### src/rtl/fsm_stream_scheduler.sv
// Round-robin sharing of one serial sequence-detector FSM between two word requesters.
// Each granted word is shifted MSB-first into the detector, and the cycles with y_in != 0 are counted.
module fsm_stream_scheduler #(
  parameter int WIDTH = 32,
  parameter int CNT_W = 6
) (
  input  logic             clk,
  input  logic             rst,
  input  logic             req0,
  input  logic [WIDTH-1:0] data0,
  input  logic             req1,
  input  logic [WIDTH-1:0] data1,
  output logic             gnt0,
  output logic             gnt1,
  output logic             x,
  output logic             fsm_rst,
  input  logic [1:0]       y_in,
  output logic             busy,
  output logic             done,
  output logic             done_id,
  output logic [CNT_W-1:0] hits
);

  typedef enum logic [1:0] {
    IDLE  = 2'd0,
    SHIFT = 2'd1,
    FLUSH = 2'd2,
    DONE  = 2'd3
  } state_t;

  localparam logic [CNT_W-1:0] LAST_BIT = CNT_W'(WIDTH - 1);

  state_t             state_r;
  logic               ptr_r;
  logic [WIDTH-1:0]   sreg_r;
  logic [CNT_W-1:0]   cnt_r;
  logic [CNT_W-1:0]   hits_r;
  logic               done_id_r;
  logic               x_r;
  logic               fsm_rst_r;
  logic               gnt0_r;
  logic               gnt1_r;
  logic               busy_r;
  logic               done_r;

  logic               grant_any_s;
  logic               pick_s;
  logic [WIDTH-1:0]   pick_data_s;

  // Arbitration: ptr only breaks ties when both requesters are pending
  always_comb begin
    grant_any_s = req0 | req1;
    if (req0 && req1) begin
      pick_s = ptr_r;
    end else if (req1) begin
      pick_s = 1'b1;
    end else begin
      pick_s = 1'b0;
    end
    if (pick_s) begin
      pick_data_s = data1;
    end else begin
      pick_data_s = data0;
    end
  end

  // Scheduler FSM with all outputs registered
  always_ff @(posedge clk or posedge rst) begin
    if (rst) begin
      state_r   <= IDLE;
      ptr_r     <= 1'b0;
      sreg_r    <= '0;
      cnt_r     <= '0;
      hits_r    <= '0;
      done_id_r <= 1'b0;
      x_r       <= 1'b0;
      fsm_rst_r <= 1'b1;
      gnt0_r    <= 1'b0;
      gnt1_r    <= 1'b0;
      busy_r    <= 1'b0;
      done_r    <= 1'b0;
    end else begin
      case (state_r)
        IDLE: begin
          if (grant_any_s) begin
            // MSB goes out in the grant cycle itself; the rest waits in sreg
            x_r       <= pick_data_s[WIDTH-1];
            sreg_r    <= {pick_data_s[WIDTH-2:0], 1'b0};
            fsm_rst_r <= 1'b0;
            hits_r    <= '0;
            cnt_r     <= '0;
            ptr_r     <= ~pick_s;
            done_id_r <= pick_s;
            gnt0_r    <= ~pick_s;
            gnt1_r    <= pick_s;
            busy_r    <= 1'b1;
            state_r   <= SHIFT;
          end
        end
        SHIFT: begin
          gnt0_r <= 1'b0;
          gnt1_r <= 1'b0;
          // The detector output lags x by one cycle, so cycle 0 has nothing to sample yet
          if ((cnt_r != '0) && (y_in != 2'b00)) begin
            hits_r <= hits_r + CNT_W'(1);
          end
          if (cnt_r == LAST_BIT) begin
            x_r     <= 1'b0;
            state_r <= FLUSH;
          end else begin
            x_r    <= sreg_r[WIDTH-1];
            sreg_r <= {sreg_r[WIDTH-2:0], 1'b0};
            cnt_r  <= cnt_r + CNT_W'(1);
          end
        end
        FLUSH: begin
          if (y_in != 2'b00) begin
            hits_r <= hits_r + CNT_W'(1);
          end
          fsm_rst_r <= 1'b1;
          busy_r    <= 1'b0;
          done_r    <= 1'b1;
          state_r   <= DONE;
        end
        DONE: begin
          done_r  <= 1'b0;
          state_r <= IDLE;
        end
        default: begin
          x_r       <= 1'b0;
          fsm_rst_r <= 1'b1;
          gnt0_r    <= 1'b0;
          gnt1_r    <= 1'b0;
          busy_r    <= 1'b0;
          done_r    <= 1'b0;
          state_r   <= IDLE;
        end
      endcase
    end
  end

  assign gnt0    = gnt0_r;
  assign gnt1    = gnt1_r;
  assign x       = x_r;
  assign fsm_rst = fsm_rst_r;
  assign busy    = busy_r;
  assign done    = done_r;
  assign done_id = done_id_r;
  assign hits    = hits_r;

endmodule
### config.mk
export PLATFORM = sky130hd
export DESIGN_NAME = fsm_stream_scheduler
export DESIGN_NICKNAME = d
export VERILOG_FILES = /design/src/rtl/fsm_stream_scheduler.sv
export SDC_FILE = /design/constraint.sdc
export NUM_CORES = 1
export LEC_CHECK = 0
export ABC_AREA = 1
export CAP_MARGIN = 10
export CORE_ASPECT_RATIO = 1.25
export CORE_MARGIN = 2
export CORE_UTILIZATION = 52
export CTS_CLUSTER_DIAMETER = 40
export CTS_CLUSTER_SIZE = 24
export DETAILED_ROUTE_END_ITERATION = 7
export HOLD_SLACK_MARGIN = 0.05
export PLACE_DENSITY = 0.95
export SETUP_SLACK_MARGIN = 0.02
export SLEW_MARGIN = 30
export SYNTH_ARGS = -nofsm -noshare
export SYNTH_HDL_FRONTEND = slang
export SYNTH_SLANG_ARGS = --single-unit
### constraint.sdc
create_clock -name clk -period 2.63 [get_ports clk]
set_input_delay 0.526 -clock clk [delete_from_list [all_inputs] [get_ports clk]]
set_output_delay 0.526 -clock clk [all_outputs]
set_load 0.01 [all_outputs]
==> metrics.md, run 1 <==
| Metric | Value |
|---|---|
| Netlist cell types | `23` |
| LEAKAGE | `1.98 nW` |
| Synth warn | `0` |
| Clock Pin Slew Worst Setup and Hold Paths | `approximately 0.090 ns` |
| Max-cap violation count | `0` |
| Antenna-violating nets left | `0` |
| Slew headroom | `64.2%` |
| Max H-tree Level | `2` |
| Die Wd | `72.1 um` |
| Pwr/cell area | `approximately 980 nW/um2` |
| # resized after CTS | `0` |
| Post-synth EDFFs | `0` |
| Crit path capture type | `register` |
| Total grt overflow | `0` |
| Startpoint types | `register` |
| CP max FO | `40` |
| Req. time, crit path | `~2.8 ns` |
| Share of layout cells above drive strength 1 | `4.10%` |
| Clock root buffer | `clkbuf_8` |
| P&R area growth vs syn | `31.3%` |
| PortBufs | `82` |
| Detailed placement HPWL | `5.48 mm` |
| Clock skew | `0.00712 ns` |
| Fin Setup TNS | `0 ns` |
| ANT cells | `0` |
| Clock Sinks | `53` |
| Hold buffer count at cts | `0` |
| Mapped Cells | `435` |
| Status | `finished clean` |
| Count of final hold-check violations | `0` |
| Max Fclk | `455 MHz` |
| Number of CTS-inserted buffers | `5` |
| Hold Path Class | `reg -> reg` |
| Worst setup path class | `reg -> reg` |
| Gpl congestion | `0.799` |
| Clock power frac | `a little under an eighth` |
| Final core utilization | `69.4%` |
| Total track usage | `25.3%` |
| Psw | `approximately 0.0018 W` |
| Initial core utilization | `52.8%` |
| Sw Ratio | `between 40% and 50%` |
| Vias in the first global route | `3,032` |
| Fin nets | `590` |
| Initial drt markers | `272` |
| Die area | `6420 um2` |
| Initial antenna violation count | `0` |
| Slew @ Worst Pin | `0.536 ns` |
| Drt total wl | `7.77 mm` |
| Synth Cell Area | `between 3000 and 4000 um2` |
| Final Max Slew Viols | `0` |
| DR pass1 iterations | `4` |
| IR drop worst, VDD | `about 0.00046 V` |
| Wire per inst | `13.4 um` |
| Sequential group share of total power | `35.9%` |
| Setup Fix Bufs, Post-CTS | `0` |
| Sequential fraction of the synthesis area | `44.1%` |
| Clk buf depth | `2` |
| Int Power | `0.00210 W` |
| First-pass GRT wire length | `between 10 and 15 mm` |
| Asr flop ratio synth | `100%` |
| Gate power share | `52.6%` |
| Post-route DRC | `0` |
| Largest net degree at the start of global routing | `41` |
| Tmin final | `around 2.2 ns` |
| Site row count | `31` |
| RSZ-0062 raised after global routing | `false` |
| Synthesized net count | `roughly 500` |
| Via/cell ratio | `5.36` |
| Die height | `89.1 um` |
| Clock latency on the worst-skew pair | `between 0.3 and 0.4 ns` |
| # setup viols final | `0` |
| Vias | `3,098` |
| Synth Area per Inst | `slightly below 7 um2` |
| Top FF cell, synth | `dfrtp_1` |
| TritonCTS clock tree | `done` |
| Yosys reg bits | `53` |
| IO Pins | `83` |
| Core Area | `5700 um2` |
| WP data arrival | `2.41 ns` |
| Tcrit/Tclk final | `83.5%` |
layout by cell type, fill, tap and decap left out, drive strengths merged:
| master | synthesis | layout |
|---|---|---|
| clkdlybuf4s50 | 0 | 82 |
| dfrtp | 52 | 52 |
| o22ai | 2 | 2 |
| xnor2 | 1 | 1 |
| xor2 | 1 | 1 |
| a21oi | 2 | 2 |
| nand3 | 74 | 74 |
| dfstp | 1 | 1 |
| o21a | 1 | 1 |
| nand2 | 209 | 209 |
| nand3b | 1 | 1 |
| buf | 11 | 7 |
| clkbuf | 9 | 6 |
| nand4 | 4 | 4 |
| ha | 9 | 9 |
| inv | 23 | 23 |
| clkinv | 0 | 2 |
| nor2 | 22 | 22 |
| o21ai | 13 | 13 |
cells in the mapped netlist, types with 4 or more instances:
| library cell | instances | share of area, % |
|---|---|---|
| buf_2 | 9 | 1.5 |
| clkbuf_1 | 9 | 1.1 |
| dfrtp_1 | 52 | 43 |
| ha_1 | 9 | 3.7 |
| inv_1 | 21 | 2.6 |
| nand2_1 | 208 | 26 |
| nand3_1 | 74 | 12 |
| nand4_1 | 4 | 0.83 |
| nor2_1 | 22 | 2.7 |
| o21ai_0 | 10 | 1.7 |
power groups by stage:
| stage | Clock [W] | Sequential (W) | Combinational (W) |
|---|---|---|---|
| 3_3_place_gp | 0 | 0.00137 | 0.00192 |
| 6_report | 0.000445 | 0.00139 | 0.00203 |
| 3_5_place_dp | 0 | 0.00139 | 0.00202 |
| 4_1_cts | 0.000447 | 0.00138 | 0.00203 |
| 5_1_grt | 0.000483 | 0.00143 | 0.00232 |
| 2_1_floorplan | 0 | 0.00137 | 0.00144 |
worst max-delay path, cell delays in order (launching register included):
cell and delay, ns:
dfrtp_1 0.43, inv_1 0.11, ha_1 0.21, buf_4 0.27, nand2_1 0.15, nand2_2 0.20, inv_2 0.48, nand2_1 0.09
nand2_1 0.09, inv_1 0.04
flip-flops by register name, indices dropped and copies added (netlist names), 2 cells and up:
name     flops
cnt_r        6
sreg_r      31
hits         6
state_r      2
routing by layer:
metal	vias up	routed length, um	GRT usage [%]
met4	0	127	10.5
met5	-	0	0
met1	1452	3180	29.0
li1	1529	-	-
met3	20	391	4.62
met2	97	4070	46.1
cells by family (layout without fill, tap and decap cells):
logic type	after synthesis	in the layout	synth area share, %
compound gates	18	18	3.28
xor+xnor	2	2	0.582
fa+ha+maj	9	9	3.74
buf+inv	43	120	6.10
flops	53	53	44.1
simple gates	310	310	42.2
layout make-up:
type	count	area [um2]
clock buffers	6	72.6
clock inverters	2	10.0
fillers	446	1750
inverters	23	86.3
multi-input cells	339	1500
flip-flops and latches	53	1330
well taps	66	82.6
repair buffers	89	873
through the flow:
step,total power [W],setup WS (ns),std cells,area (um2),hold slack (ns)
floorplan,0.00281,0.819,435,3010,0.449
global placement,0.00329,0.290,570,3870,0.459
detailed placement,0.00340,0.231,570,3870,0.460
CTS,0.00386,0.452,578,3960,0.473
global route,0.00424,0.217,578,3960,0.490
finish,0.00387,0.433,578,3960,0.472
path summary, 6_finish.rpt:
kind / start / to / slack, ns / depth (start not counted)
worst max register to register: state_r[1] / cnt_r[5] / 0.43 / 9
worst max-delay path: state_r[1] / cnt_r[5] / 0.43 / 9
worst min register to register: fsm_rst / fsm_rst / 0.47 / 2
min in group asynchronous: rst / cnt_r[3] / 0.55 / 2
max in group asynchronous: rst / fsm_rst / 1.42 / 3
worst min-delay path: fsm_rst / fsm_rst / 0.47 / 2
(Power assumes the default switching activity.)
==> run 2, diff against run 1 <==
--- a/config.mk
+++ b/config.mk
@@ -9,12 +9,12 @@
 export CAP_MARGIN = 10
 export CORE_ASPECT_RATIO = 1.25
 export CORE_MARGIN = 2
-export CORE_UTILIZATION = 52
+export CORE_UTILIZATION = 48
 export CTS_CLUSTER_DIAMETER = 40
 export CTS_CLUSTER_SIZE = 24
 export DETAILED_ROUTE_END_ITERATION = 7
 export HOLD_SLACK_MARGIN = 0.05
-export PLACE_DENSITY = 0.95
+export PLACE_DENSITY = 0.92
 export SETUP_SLACK_MARGIN = 0.02
 export SLEW_MARGIN = 30
 export SYNTH_ARGS = -nofsm -noshare
==> constraint.sdc (replaced) <==
create_clock -name clk -period 2.3 [get_ports clk]
set_input_delay 0.46 -clock clk [delete_from_list [all_inputs] [get_ports clk]]
set_output_delay 0.46 -clock clk [all_outputs]
set_load 0.01 [all_outputs]
==> metrics.md, run 2 (synthesized netlist as in run 1, its figures left out) <==
| Metric | Value |
|---|---|
| Number of CTS-inserted buffers | `5` |
| Crit-path slowest cell | `dfrtp_1` |
| IO Pins | `83` |
| Max H-tree Level | `2` |
| # resized after CTS | `0` |
| Die area | `between 6000 and 7000 um2` |
| Max Fclk | `515 MHz` |
| Max incr delay on CP | `0.45 ns` |
| Drt total wl | `7.65 mm` |
| Hold buffer count at cts | `0` |
| Initial drt markers | `157` |
| WP data arrival | `2.15 ns` |
| Most common cell after layout, fill and taps aside | `nand2_1` |
| Max-cap violation count | `0` |
| Die height | `92.6 um` |
| First-pass GRT wire length | `12.5 mm` |
| Slew headroom | `63.8%` |
| ANT cells | `0` |
| Initial core utilization | `49.2%` |
| Pwr/cell area | `1140 nW/um2` |
| Final Max Slew Viols | `0` |
| Share of layout cells above drive strength 1 | `~4.5%` |
| TritonCTS clock tree | `done` |
| Hold Path Class | `reg -> reg` |
| Clock skew | `0.00723 ns` |
| Site row count | `32` |
| Die Wd | `74.9 um` |
| Total grt overflow | `0` |
| Tmin final | `a little under 2 ns` |
| Total Power | `between 0.004 and 0.005 W` |
| Req. time, crit path | `between 2 and 3 ns` |
| Clock Pin Slew Worst Setup and Hold Paths | `0.09 ns` |
| Largest Register | `sreg_r` |
| P&R area growth vs syn | `34.4%` |
| Wire per inst | `12.8 um` |
| Largest register FFs | `31` |
| Clk buf depth | `2` |
| Core Area | `6130 um2` |
| Setup Fix Bufs, Post-CTS | `0` |
| Cell area after layout | `4050 um2` |
| Clock Sinks | `53` |
| Detailed placement HPWL | `about 5.4 mm` |
| Count of final hold-check violations | `0` |
| Dpl cell area | `3930 um2` |
| IR drop worst, VDD | `around 0.00065 V` |
| Via/cell ratio | `about 5.2` |
| PortBufs | `between 80 and 90` |
| Vias | `3,101` |
| # setup viols final | `0` |
| RSZ-0062 raised after global routing | `false` |
| Total track usage | `22.9%` |
| Gpl congestion | `0.806` |
| Initial antenna violation count | `0` |
| Worst setup path class | `reg -> reg` |
| LEAKAGE | `2.00 nW` |
| Clock latency on the worst-skew pair | `slightly above 0.3 ns` |
| CP max FO | `33` |
| Status | `finished clean` |
| Clock root buffer | `clkbuf_8` |
| Antenna-violating nets left | `0` |
| Tcrit/Tclk final | `84.5%` |
| Vias in the first global route | `between 2,000 and 3,000` |
| DR pass1 iterations | `6` |
| Crit path capture type | `register` |
| Startpoint types | `register` |
| Commonest cells after routing, fill and taps aside | `nand2_1, clkdlybuf4s50_1, nand3_1` |
| Fin nets | `591` |
| Crit-path cells | `inv_1 > ha_1 > o21ai_1 > o21ai_2 > nand2_2 > inv_2 > nand2_1 > nand2_1 > inv_1` |
| Post-route DRC | `0` |
| Fin Setup TNS | `0 ns` |
| Largest net degree at the start of global routing | `54` |
| Slew @ Worst Pin | `0.543 ns` |
run 2: cell count changes in the layout (fill, tap and decap cells not counted), sizes merged:
cell,previous run,this run
clkinv,2,0
buf,7,8
bufinv,0,1
clkinvlp,0,1
run 2: worst paths after layout:
| path | startpoint | slack, ns | to | cells after the start |
|---|---|---|---|---|
| min | fsm_rst | 0.48 | fsm_rst | 2 |
| max in group asynchronous | rst | 1.52 | fsm_rst | 3 |
| min in group asynchronous | rst | 0.50 | sreg_r[7] | 3 |
| max reg2reg | state_r[0] | 0.36 | cnt_r[5] | 9 |
| max | state_r[0] | 0.36 | cnt_r[5] | 9 |
| min reg2reg | fsm_rst | 0.48 | fsm_rst | 2 |
run 2: worst max-delay path: cells and delay by family (launching register included):
kind | cells | cell delay, ns
flip-flops | 1 | 0.45
AND/OR/NAND/NOR | 3 | 0.29
AO/OA/AOI/OAI | 2 | 0.29
buffers and inverters | 3 | 0.59
adder cells (fa/ha/maj) | 1 | 0.22
run 2: area by class of cell:
class	instances	area, um2
clock buffers	6	82.6
clock inverters	2	37.5
fillers	504	2080
inverters	23	86.3
multi-input cells	339	1500
flip-flops and latches	53	1330
well taps	85	106
repair buffers	90	906
run 2: routing by layer:
layer / share of wire, % / up-vias / global-route usage [%]
met5: 0 / - / 0
met4: 1.8 / 0 / 8.63
met3: 4.8 / 9 / 3.37
met2: 52 / 103 / 39.2
met1: 41 / 1453 / 28.5
li1: - / 1536 / -
run 2: power by group:
| group | leakage [nW] | total (W) | switching [W] | internal (W) |
|---|---|---|---|---|
| registers | 0.673 | 0.00158 | 0.000254 | 0.00133 |
| logic | 1.27 | 0.00235 | 0.00146 | 0.000890 |
| clock network | 0.0574 | 0.000668 | 0.000314 | 0.000354 |
run 2: metrics by stage:
stage	util, %	hold WS [ns]	setup slack (ns)	std cells
after floorplan	-	0.449	0.555	435
after global placement	64.2	0.462	0.241	590
after detailed placement	64.2	0.465	0.166	590
after CTS	66.1	0.484	0.375	598
after global routing	66.1	0.494	0.146	598
final	66.1	0.485	0.357	598
